**config.mk**
```make
export PLATFORM = sky130hd
export DESIGN_NAME = fp_status_monitor
export DESIGN_NICKNAME = d
export VERILOG_FILES = /design/src/rtl/fp_mon_pkg.sv /design/src/rtl/fp_mon_delay_line.sv /design/src/rtl/fp_status_monitor.sv
export SDC_FILE = /design/constraint.sdc
export NUM_CORES = 1
export LEC_CHECK = 0
export ABC_AREA = 1
export BUFFER_PORTS_ARGS = -buffer_cell sky130_fd_sc_hd__buf_2
export CAP_MARGIN = 20
export CORE_UTILIZATION = 40
export DETAILED_ROUTE_END_ITERATION = 8
export PLACE_DENSITY = 0.67
export SYNTH_ARGS = -nofsm -noshare
export SYNTH_HDL_FRONTEND = slang
export SYNTH_SLANG_ARGS = --single-unit
```
**constraint.sdc**
```tcl
create_clock -name clk -period 2.4 [get_ports clk]
set_input_delay 0.12 -clock clk [delete_from_list [all_inputs] [get_ports clk]]
set_output_delay 0.12 -clock clk [all_outputs]
set_load 0.02 [all_outputs]
```
**src/rtl/fp_mon_pkg.sv**
```systemverilog
// Shared definitions for the floating-point status-flag monitor: rule indices,
// monitor state encoding and IEEE-style exponent/mantissa classifiers.
package fp_mon_pkg;

    localparam int NUM_RULES      = 14;
    localparam int RULE_ZERO_INF  = 0;
    localparam int RULE_ZERO_NAN  = 1;
    localparam int RULE_ZERO_HUGE = 2;
    localparam int RULE_INF_NAN   = 3;
    localparam int RULE_INF_TINY  = 4;
    localparam int RULE_NAN_TINY  = 5;
    localparam int RULE_NAN_HUGE  = 6;
    localparam int RULE_TINY_HUGE = 7;
    localparam int RULE_ZERO_EXP  = 8;
    localparam int RULE_INF_EXP   = 9;
    localparam int RULE_NAN_SRC   = 10;
    localparam int RULE_HUGE_EXP  = 11;
    localparam int RULE_TINY_EXP  = 12;
    localparam int RULE_LAT       = 13;

    // Classifier inputs are zero-extended to this width; field widths are passed in.
    localparam int MAX_W = 64;

    typedef enum logic [1:0] {
        ST_DISABLED = 2'b00,
        ST_ARMED    = 2'b01,
        ST_TRIPPED  = 2'b10
    } mon_state_e;

    function automatic logic [MAX_W-1:0] ones(input int w);
        return (MAX_W'(1) << w) - MAX_W'(1);
    endfunction

    function automatic logic is_exp0(input logic [MAX_W-1:0] e);
        return e == '0;
    endfunction

    function automatic logic is_exp1(input logic [MAX_W-1:0] e, input int exp_w);
        return e == ones(exp_w);
    endfunction

    function automatic logic is_max_norm(input logic [MAX_W-1:0] e, input logic [MAX_W-1:0] m,
                                         input int exp_w, input int man_w);
        return (e == ones(exp_w) - MAX_W'(1)) && (m == ones(man_w));
    endfunction

    function automatic logic is_min_norm(input logic [MAX_W-1:0] e, input logic [MAX_W-1:0] m);
        return (e == MAX_W'(1)) && (m == '0);
    endfunction

endpackage

```
**src/rtl/fp_mon_delay_line.sv**
```systemverilog
// Re-times operand exponents to line up with the multiplier output beat.
// Only the valid tags are reset; exponent payload is qualified by them.
module fp_mon_delay_line #(
    parameter int LATENCY = 3,
    parameter int EXP_W   = 8
) (
    input  logic             clk,
    input  logic             rst,
    input  logic             in_valid,
    input  logic [EXP_W-1:0] a_exp,
    input  logic [EXP_W-1:0] b_exp,
    output logic             d_valid,
    output logic [EXP_W-1:0] d_aexp,
    output logic [EXP_W-1:0] d_bexp
);

    logic [LATENCY-1:0] v_q;
    logic [EXP_W-1:0]   a_q [LATENCY];
    logic [EXP_W-1:0]   b_q [LATENCY];

    always_ff @(posedge clk or posedge rst) begin
        if (rst) begin
            v_q <= '0;
        end else begin
            v_q[0] <= in_valid;
            for (int i = 1; i < LATENCY; i++) v_q[i] <= v_q[i-1];
        end
    end

    always_ff @(posedge clk) begin
        a_q[0] <= a_exp;
        b_q[0] <= b_exp;
        for (int i = 1; i < LATENCY; i++) begin
            a_q[i] <= a_q[i-1];
            b_q[i] <= b_q[i-1];
        end
    end

    assign d_valid = v_q[LATENCY-1];
    assign d_aexp  = a_q[LATENCY-1];
    assign d_bexp  = b_q[LATENCY-1];

endmodule

```
**src/rtl/fp_status_monitor.sv**
```systemverilog
// Checks floating-point multiplier status flags against result/operand encodings
// on every output beat; keeps sticky failures, a saturating count and a first-failure capture.
module fp_status_monitor
    import fp_mon_pkg::*;
#(
    parameter int EXP_W   = 8,
    parameter int MAN_W   = 23,
    parameter int LATENCY = 3,
    parameter int CNT_W   = 16,
    parameter int W       = 1 + EXP_W + MAN_W
) (
    input  logic             clk,
    input  logic             rst,
    input  logic             enable,
    input  logic             clear,
    input  logic             in_valid,
    input  logic [W-1:0]     a,
    input  logic [W-1:0]     b,
    input  logic             out_valid,
    input  logic [W-1:0]     z,
    input  logic             zero_f,
    input  logic             inf_f,
    input  logic             nan_f,
    input  logic             tiny_f,
    input  logic             huge_f,
    output logic [13:0]      chk_fail,
    output logic [13:0]      sticky_fail,
    output logic [CNT_W-1:0] fail_cnt,
    output logic [3:0]       first_idx,
    output logic [CNT_W-1:0] first_time,
    output logic [1:0]       state
);

    logic             d_valid;
    logic [EXP_W-1:0] d_aexp;
    logic [EXP_W-1:0] d_bexp;
    logic [MAX_W-1:0] z_exp;
    logic [MAX_W-1:0] z_man;
    logic [MAX_W-1:0] da_exp;
    logic [MAX_W-1:0] db_exp;
    logic [13:0]      rule;
    logic             any_fail;
    logic             capture;
    logic [CNT_W-1:0] cyc_cnt;
    mon_state_e       state_q;
    mon_state_e       state_d;

    fp_mon_delay_line #(
        .LATENCY (LATENCY),
        .EXP_W   (EXP_W)
    ) u_delay (
        .clk      (clk),
        .rst      (rst),
        .in_valid (in_valid),
        .a_exp    (a[MAN_W +: EXP_W]),
        .b_exp    (b[MAN_W +: EXP_W]),
        .d_valid  (d_valid),
        .d_aexp   (d_aexp),
        .d_bexp   (d_bexp)
    );

    assign z_exp  = MAX_W'(z[MAN_W +: EXP_W]);
    assign z_man  = MAX_W'(z[MAN_W-1:0]);
    assign da_exp = MAX_W'(d_aexp);
    assign db_exp = MAX_W'(d_bexp);

    function automatic logic [3:0] lowest_idx(input logic [13:0] v);
        logic [3:0] idx;
        idx = '0;
        for (int i = NUM_RULES - 1; i >= 0; i--) begin
            if (v[i]) idx = 4'(i);
        end
        return idx;
    endfunction

    always_comb begin
        rule = '0;
        if (out_valid && enable) begin
            rule[RULE_ZERO_INF]  = zero_f & inf_f;
            rule[RULE_ZERO_NAN]  = zero_f & nan_f;
            rule[RULE_ZERO_HUGE] = zero_f & huge_f;
            rule[RULE_INF_NAN]   = inf_f  & nan_f;
            rule[RULE_INF_TINY]  = inf_f  & tiny_f;
            rule[RULE_NAN_TINY]  = nan_f  & tiny_f;
            rule[RULE_NAN_HUGE]  = nan_f  & huge_f;
            rule[RULE_TINY_HUGE] = tiny_f & huge_f;
            rule[RULE_ZERO_EXP]  = zero_f & !is_exp0(z_exp);
            rule[RULE_INF_EXP]   = inf_f  & !is_exp1(z_exp, EXP_W);
            // A NaN result is only legal from 0 x inf in either operand order.
            rule[RULE_NAN_SRC]   = nan_f & d_valid &
                                   !((is_exp0(da_exp) && is_exp1(db_exp, EXP_W)) ||
                                     (is_exp0(db_exp) && is_exp1(da_exp, EXP_W)));
            rule[RULE_HUGE_EXP]  = huge_f & !(is_exp1(z_exp, EXP_W) ||
                                              is_max_norm(z_exp, z_man, EXP_W, MAN_W));
            rule[RULE_TINY_EXP]  = tiny_f & !(is_exp0(z_exp) || is_min_norm(z_exp, z_man));
            rule[RULE_LAT]       = !d_valid;
        end
    end

    assign any_fail = |rule;

    // State register
    always_ff @(posedge clk or posedge rst) begin
        if (rst) state_q <= ST_DISABLED;
        else     state_q <= state_d;
    end

    // Next-state logic
    always_comb begin
        state_d = state_q;
        if (!enable) begin
            state_d = ST_DISABLED;
        end else begin
            case (state_q)
                ST_DISABLED: state_d = ST_ARMED;
                ST_ARMED:    if (!clear && any_fail) state_d = ST_TRIPPED;
                ST_TRIPPED:  if (clear) state_d = ST_ARMED;
                default:     state_d = ST_DISABLED;
            endcase
        end
    end

    // Output logic: the capture only fires on the arming-to-tripped transition.
    always_comb begin
        capture = 1'b0;
        if (state_q == ST_ARMED && enable && any_fail && !clear) capture = 1'b1;
    end

    assign state = state_q;

    always_ff @(posedge clk or posedge rst) begin
        if (rst) begin
            chk_fail    <= '0;
            sticky_fail <= '0;
            fail_cnt    <= '0;
            first_idx   <= '0;
            first_time  <= '0;
            cyc_cnt     <= '0;
        end else begin
            chk_fail <= rule;
            if (enable) cyc_cnt <= cyc_cnt + CNT_W'(1);
            // clear beats a same-cycle failure everywhere except chk_fail.
            if (clear) begin
                sticky_fail <= '0;
                fail_cnt    <= '0;
                first_idx   <= '0;
                first_time  <= '0;
            end else begin
                sticky_fail <= sticky_fail | rule;
                if (any_fail && fail_cnt != '1) fail_cnt <= fail_cnt + CNT_W'(1);
                if (capture) begin
                    first_idx  <= lowest_idx(rule);
                    first_time <= cyc_cnt;
                end
            end
        end
    end

endmodule

```
==> impl_results.md, run 1 <==
- DR iter-0 viols: 198
- Clk Latency, worst-skew pair: 420 ps
- Die area: 12890 um2
- Outcome: finished, final reports clean
- Post-synthesis net count: 628
- Unrepaired setup endpoints after global routing: no
- Final-report max-slew violation count: 0
- Leak Pwr: 3.392 nW
- Fin crit period: 2118 ps
- Placed cell area: 5826 um2
- VDD IR max: 0.6036 mV
- M1 wire length: 4.716 mm
- Slew HR: 0.5123
- Final Hold Viols: 0
- Period utilization: 0.8824
- Top sig layer: met4
- Final worst slack: 282.3 ps
- Initial core utilization: 0.4124
- Pwr Total: 5.528 mW
- WL per Instance: 12.41 um
- Largest net degree at the start of global routing: 42
- Vias in the first global route: 3982
- H-tree depth: 4
- Primary FF master, synth: dfrtp_1
- Synth top area share: 0.4276
- Drt pass-1 iters: 4
- Register area share after synthesis: 0.6207
- Initial antenna violation count: 0
- Layout area overhead: 32.65%
- Non-Filler Cell Area, Final: 6599 um2
- Root Buffer: clkbuf_16
- Most numerous cell in the Yosys netlist: nand2_1
- CP Capture Type: register
- Post-Syn Instances: 519
- Antenna Cells: 0
- Clock Sinks: 133
- Pre-CTS WS: 235.5 ps
- Gr usage total: 0.1830
- Critical path arrival: 2450 ps
- Routed WL: 10.69 mm
- Global-route wire length before repair: 18.18 mm
- Yosys reg bits: 133
- Largest cells by area after synthesis: dfrtp_1 43%, dfxtp_1 19%, nand2_1 7.6%
- Finished Layout Cells: 862
- Required time of the worst setup path: 2730 ps
- Width of the die: 113.5 um
- Core Rows: 40
- Number of synthesized flops with an enable pin: 0
- Library cells used by synthesis: 36
- Setup TNS: 0 ps
- CP Launch Type: register
- Port Buffers: 123
- Critical path fanouts, max: 3
- Fraction of layout cells with a size suffix above 1: 0.2680
- FFs w/ async S/R, synth: 0.6391
- Crit Path Class: register to register
- Vias per cell: 4.640
- Ys Warns: 0
- DIE HEIGHT: 113.5 um
- MaxCap Viol Count: 0
- Synth area leader: dfrtp_1
- Worst-margin pin slew: 730.7 ps
- Avg Cell Area, Syn: 9.585 um2
- TritonCTS clock tree: done
- Antenna Nets Post-Route: 0
- Post-CTS Setup Bufs: 0
- DR WL met2: 5.204 mm
- Met3 WL: 546 um
- Nets@finish: 790
- Number of top-level pins: 173
- Final Wtd Congestion: 0.8516
- DRC viols: 0
- Placed cells: 811
- Mapped Area: 4975 um2
- TritonCTS Buffers: 17
- PD cells: 837.7 nW/um2
- Gr ovfl total: 0
- Worst-path clk slew: 60 ps
- Via count: 4000
- Core footprint: 12060 um2
- Min-Delay Path Class: primary input to register
- Commonest cells post-synth: 101 x nand2_1, 88 x nor2_1, 85 x dfrtp_1
- Highest attainable clock frequency: 472.2 MHz
- Worst Skew: 9.281 ps
- Final setup vio count: 0
- Final HPWL from detailed placement: 7.782 mm
- Max clock buf depth: 2
==> critical path: stages, from the launching register on <==
cell and delay (ps):
dfrtp_1 390, ha_1 190, nand3_1 150, nor4_2 270
nand3_1 170, nor3_1 290, nand3_1 180, nor3_1 210
xor2_1 180
==> worst paths after layout <==
check,from,to,slack (ps),cells past startpoint
worst max-delay path,cyc_cnt[0],cyc_cnt[14],280,8
worst min-delay path,out_valid,chk_fail[13],60,3
worst max register to register,cyc_cnt[0],cyc_cnt[14],280,8
worst min register to register,u_delay.b_q[0][5],u_delay.b_q[0][13],320,0
max in group asynchronous,rst,sticky_fail[9],1360,4
min in group asynchronous,rst,chk_fail[11],370,3
==> final cells by class <==
class                           instances  area, um2
Clock buffer                           22      496.7
Timing Repair Buffer                  152      893.4
Fill cell                            1069       5463
Tap cell                              168      210.2
Sequential cell                       133       3088
Inverter                               54      203.9
Clock inverter                         10      83.83
Multi-Input combinational cell        323       1623
==> report_power, final <==
group	leakage (nW)	switching (mW)	total [mW]	internal [mW]
clock network	0.287	0.970	2.46	1.49
registers	1.53	0.0876	2.47	2.38
logic	1.57	0.381	0.593	0.212
total	3.39	1.44	5.53	4.09
==> kinds of logic (layout without fill, tap and decap cells) <==
| kind of cell | count (synthesis) | count (layout) | share of synthesized area |
|---|---|---|---|
| DFF | 133 | 133 | 0.6207 |
| xor gates and xnor gates | 19 | 19 | 0.03345 |
| and+or+nand+nor | 259 | 259 | 0.2359 |
| buffers and inverters | 63 | 238 | 0.05357 |
| adders and majority gates | 2 | 2 | 0.005029 |
| AOI/OAI and AO/OA | 43 | 43 | 0.05131 |
==> routing by layer <==
metal / vias up / track usage
met1: 1881 / 0.2202
met4: 0 / 0.08246
li1: 1992 / -
met5: - / 0
met3: 20 / 0.05685
met2: 107 / 0.3012
==> layout by cell type, fill, tap and decap left out, drive strengths merged, types with 19 or more instances in the layout <==
cell type / n
o21ai: 27
dfrtp: 85
inv: 58
dfxtp: 48
nor2: 90
buf: 133
nand2: 104
nand3: 27
dlygate4sd3: 19
clkbuf: 22
==> sequential cells by signal, summed over array words and instances (netlist names) <==
register,count
state,2
cyc_cnt,16
first_idx,4
u_delay.b_q,24
first_time,16
chk_fail,14
sticky_fail,14
u_delay.a_q,24
u_delay.v_q,3
fail_cnt,16
==> stage by stage <==
stage / hold WS, ps / utilization
floorplan: 147.7 / -
global placement: 221.6 / 0.4830
detailed placement: 223.6 / 0.4830
CTS: 37.27 / 0.5469
global route: 63.80 / 0.5471
finish: 63.43 / 0.5471
==> timing repair <==
action / CTS / global route
endpoints found under the setup margin: 0 / 2
hold buffers: 19 / 0
hold endpoints to repair: 57 / 0
resized for setup: 0 / 1
No activity file was read; power rests on OpenSTA's default activity.
==> run 2: changes to the inputs <==
--- a/config.mk
+++ b/config.mk
@@ -5,7 +5,6 @@
 export SDC_FILE = /design/constraint.sdc
 export NUM_CORES = 1
 export LEC_CHECK = 0
-export ABC_AREA = 1
 export BUFFER_PORTS_ARGS = -buffer_cell sky130_fd_sc_hd__buf_2
 export CAP_MARGIN = 20
 export CORE_UTILIZATION = 40
==> run 2 against run 1 <==
Compared with the run above:
- total power grew 0.33%
- setup slack lost 97 ps
- maximum frequency down 4.4%
- clock skew shrank 1.6 ps
- clock-buffer cell count down 1
- sequential share of layout area fell by 0.51 points
- critical endpoint is now fail_cnt[5]
- largest cell class unchanged
- largest power group is now clock
==> impl_results.md, run 2 <==
- Critical path's most frequent cell: or4_1
- Hold EP: chk_fail[2]
- Final setup vio count: 0 (unchanged)
- Final worst slack: 185.0 ps (-97.24 ps)
- Outcome: finished, final reports clean
- Largest net degree at the start of global routing: 51 (+21%)
- Crit Path Class: register to register
- Routed WL: 11.57 mm (+8.2%)
- Core footprint: 12160 um2 (+0.83%)
- Most numerous cell in the Yosys netlist: dfrtp_1
- Commonest non-fill, non-tap cell in the layout: buf_2
- Synth top area share: 0.4214 (-0.006147)
- Number of synthesized flops with an enable pin: 0 (unchanged)
- Critical path arrival: 2480 ps (+30 ps)
- Finished Layout Cells: 800 (-7.2%)
- TritonCTS clock tree: done
- Initial antenna violation count: 0 (unchanged)
- Width of the die: 114.3 um (+0.71%)
- Layout area overhead: 32.18%
- DRC viols: 0 (unchanged)
- Worst hold path depth: 2 (-1)
- Core Rows: 40 (unchanged)
- Primary FF master, synth: dfrtp_1
- Final Wtd Congestion: 0.8486 (-0.35%)
- Slew HR: 0.5338 (+0.02151)
- Met1 usage: 0.2279 (+0.007703)
- XOR/XNOR share of the synthesized area: 0.02603 (-0.007422)
- MaxCap Viol Count: 0 (unchanged)
- Leak Pwr: 3.128 nW (-7.8%)
- Worst R2R Start: u_delay.a_q[0][16]
- VDD IR max: 0.6602 mV (+9.4%)
- Mapped Area: 5047 um2 (+1.5%)
- Worst-path clk slew: 60 ps (about the same)
- Gr ovfl total: 0 (unchanged)
- Via count: 4212 (+5.3%)
- Top flop regs: u_delay.a_q: 24 flops, u_delay.b_q: 24 flops
- Min-Delay Path Class: primary input to register
- Largest family of logic cells by synthesized area: simple AND/OR/NAND/NOR gates
- H-tree depth: 4 (unchanged)
- Nets@finish: 728 (-7.8%)
- Final HPWL from detailed placement: 8.150 mm (+4.7%)
- Clk Latency, worst-skew pair: 410 ps (about the same)
- Ys Warns: 0 (unchanged)
- Fraction of layout cells with a size suffix above 1: 0.2896 (+0.02155)
- Final Hold Viols: 0 (unchanged)
- Vias per cell: 5.265 (+13%)
- Final-report max-slew violation count: 0 (unchanged)
- Reg2reg path depth: 7 (-1)
- Max incr delay on CP: 510 ps (+120 ps)
- Highest attainable clock frequency: 451.5 MHz (-4.4%)
- CP Capture Type: register
- DIE HEIGHT: 114.3 um (+0.71%)
- Largest cells by area after synthesis: dfrtp_1 42%, dfxtp_1 19%, a21oi_1 3.5%
- Adder-cell share of the synthesized area: 0.004958 (-0.00007232)
- Avg Cell Area, Syn: 10.76 um2 (+12%)
- Commonest cells post-synth: 85 x dfrtp_1, 48 x dfxtp_1, 36 x nor2_1
- Global-route met2 utilization: 0.3059 (+0.004639)
- Fin crit period: 2215 ps (+97.24 ps)
- Period utilization: 0.9229 (+0.04052)
- Required time of the worst setup path: 2660 ps (-70 ps)
- Critical-path top delay cell: or4_1
- Root Buffer: clkbuf_16
- Antenna Nets Post-Route: 0 (unchanged)
- Bufs and invs on worst path: 1 (+1)
- PD cells: 831.3 nW/um2 (-0.76%)
- Register area share after synthesis: 0.6118 (-0.008925)
- WHS: 61.44 ps (-1.996 ps)
- Gr usage total: 0.1908 (+0.007803)
- Synth Area in Simple Gates: 0.1963 (-0.03958)
- Pre-CTS WS: 61.60 ps (-174.0 ps)
- Yosys reg bits: 133 (unchanged)
- Synth area leader: dfrtp_1
- DR iter-0 viols: 303 (+53%)
- Cell Chain, Critical Path: or4_1 -> nor4_1 -> or3_4 -> and4_4 -> buf_4 -> or4_1 -> a21oi_1
- WL per Instance: 14.47 um (+17%)
- Antenna Cells: 0 (unchanged)
- Die area: 13070 um2 (+1.4%)
- FFs w/ async S/R, synth: 0.6391 (unchanged)
- Drt pass-1 iters: 5 (+1)
- CP Launch Type: register
- Final design utilization: 0.5486 (+0.001465)
- Most frequent cells in the layout: 123 x buf_2, 85 x dfrtp_1, 48 x dfxtp_1
- Mux contribution to synthesized area: 0.01537 (+0.01537)
- Max clock buf depth: 2 (unchanged)
- Post-synthesis net count: 578 (-8.0%)
- Min-delay src: zero_f
- Port Buffers: 123 (unchanged)
- GRT busiest layer: met2
- Worst-margin pin slew: 699.3 ps (-31.41 ps)
- GR Util met3: 0.05823 (+0.001377)
- Global-route wire length before repair: 19.19 mm (+5.5%)
- Vias in the first global route: 4128 (+3.7%)
- Family with the most delay on the worst path: simple AND/OR/NAND/NOR gates
- Setup TNS: 0 ps (unchanged)
- Worst Skew: 7.636 ps (-1.645 ps)
- Worst R2R Setup Slack: 190 ps (-100 ps)
- Number of top-level pins: 173 (unchanged)
- Library cells used by synthesis: 51 (+42%)
- TritonCTS Buffers: 17 (unchanged)
- Placed cells: 750 (-7.5%)
- Unrepaired setup endpoints after global routing: no
- Initial core utilization: 0.4150 (+0.002572)
- Critical path fanouts, max: 15 (+12)
- RR Endpoint: fail_cnt[5]
- Clock Sinks: 133 (unchanged)
- Post-Syn Instances: 469 (-9.6%)
- Compound-Gate Fraction of Synth Area: 0.1106 (+0.05925)
-- run 2: cell count changes in the layout (fill, tap and decap cells not counted), moves of 12 or more --
cell     before  now
or4_1         0   15
xor2_1       17    5
nand4_1      11   23
inv_1        51   15
nor2_1       88   36
nand2_1     100   23
a21oi_1       6   35
-- run 2: power by group --
group	internal, mW	total [mW]	switching (mW)
Clock	1.53	2.50	0.970
Combinational	0.230	0.552	0.321
Sequential	2.38	2.49	0.116
-- run 2: worst max-delay path by stage --
stage | endpoint | start | cells past startpoint
after floorplan | chk_fail[0] | rst | 1
after global placement | fail_cnt[6] | u_delay.b_q[0][17] | 7
after detailed placement | fail_cnt[6] | u_delay.b_q[0][18] | 7
after CTS | fail_cnt[6] | u_delay.b_q[0][17] | 7
after global routing | first_idx[3] | u_delay.b_q[0][17] | 7
final | fail_cnt[5] | u_delay.a_q[0][16] | 7
-- run 2: timing repair --
action,4_1_cts,5_1_grt
endpoints found under the hold margin,52,0
hold buffers,18,0
setup endpoints to repair,0,25
buffers inserted,0,0
gates resized for setup,0,4
-- run 2: cell families after synthesis --
group | after synthesis
flops | 133
fa+ha+maj | 2
simple gates | 181
buf+inv | 39
mux | 7
xor+xnor | 15
compound gates | 92
-- run 2: cell type report --
cell class              instances  area, um2
well taps                     168      210.2
multi-input cells             297       1810
clock buffers                  21      470.5
fillers                      1052       5490
inverters                      16      61.31
repair buffers                154      918.4
clock inverters                11      112.6
flip-flops and latches        133       3088
-- run 2: routing by layer --
layer,vias to the layer above,wire [um]
li1,2010,-
met1,2027,4943
met2,145,5639
met3,30,677
met4,0,311
met5,-,0
-- run 2: metrics by stage --
stage               cell area, um2  power, mW
finish                        6671      5.546
global placement              5886      3.041
CTS                           6649      5.607
detailed placement            5886      3.060
global route                  6671      5.791
floorplan                     5047      2.847
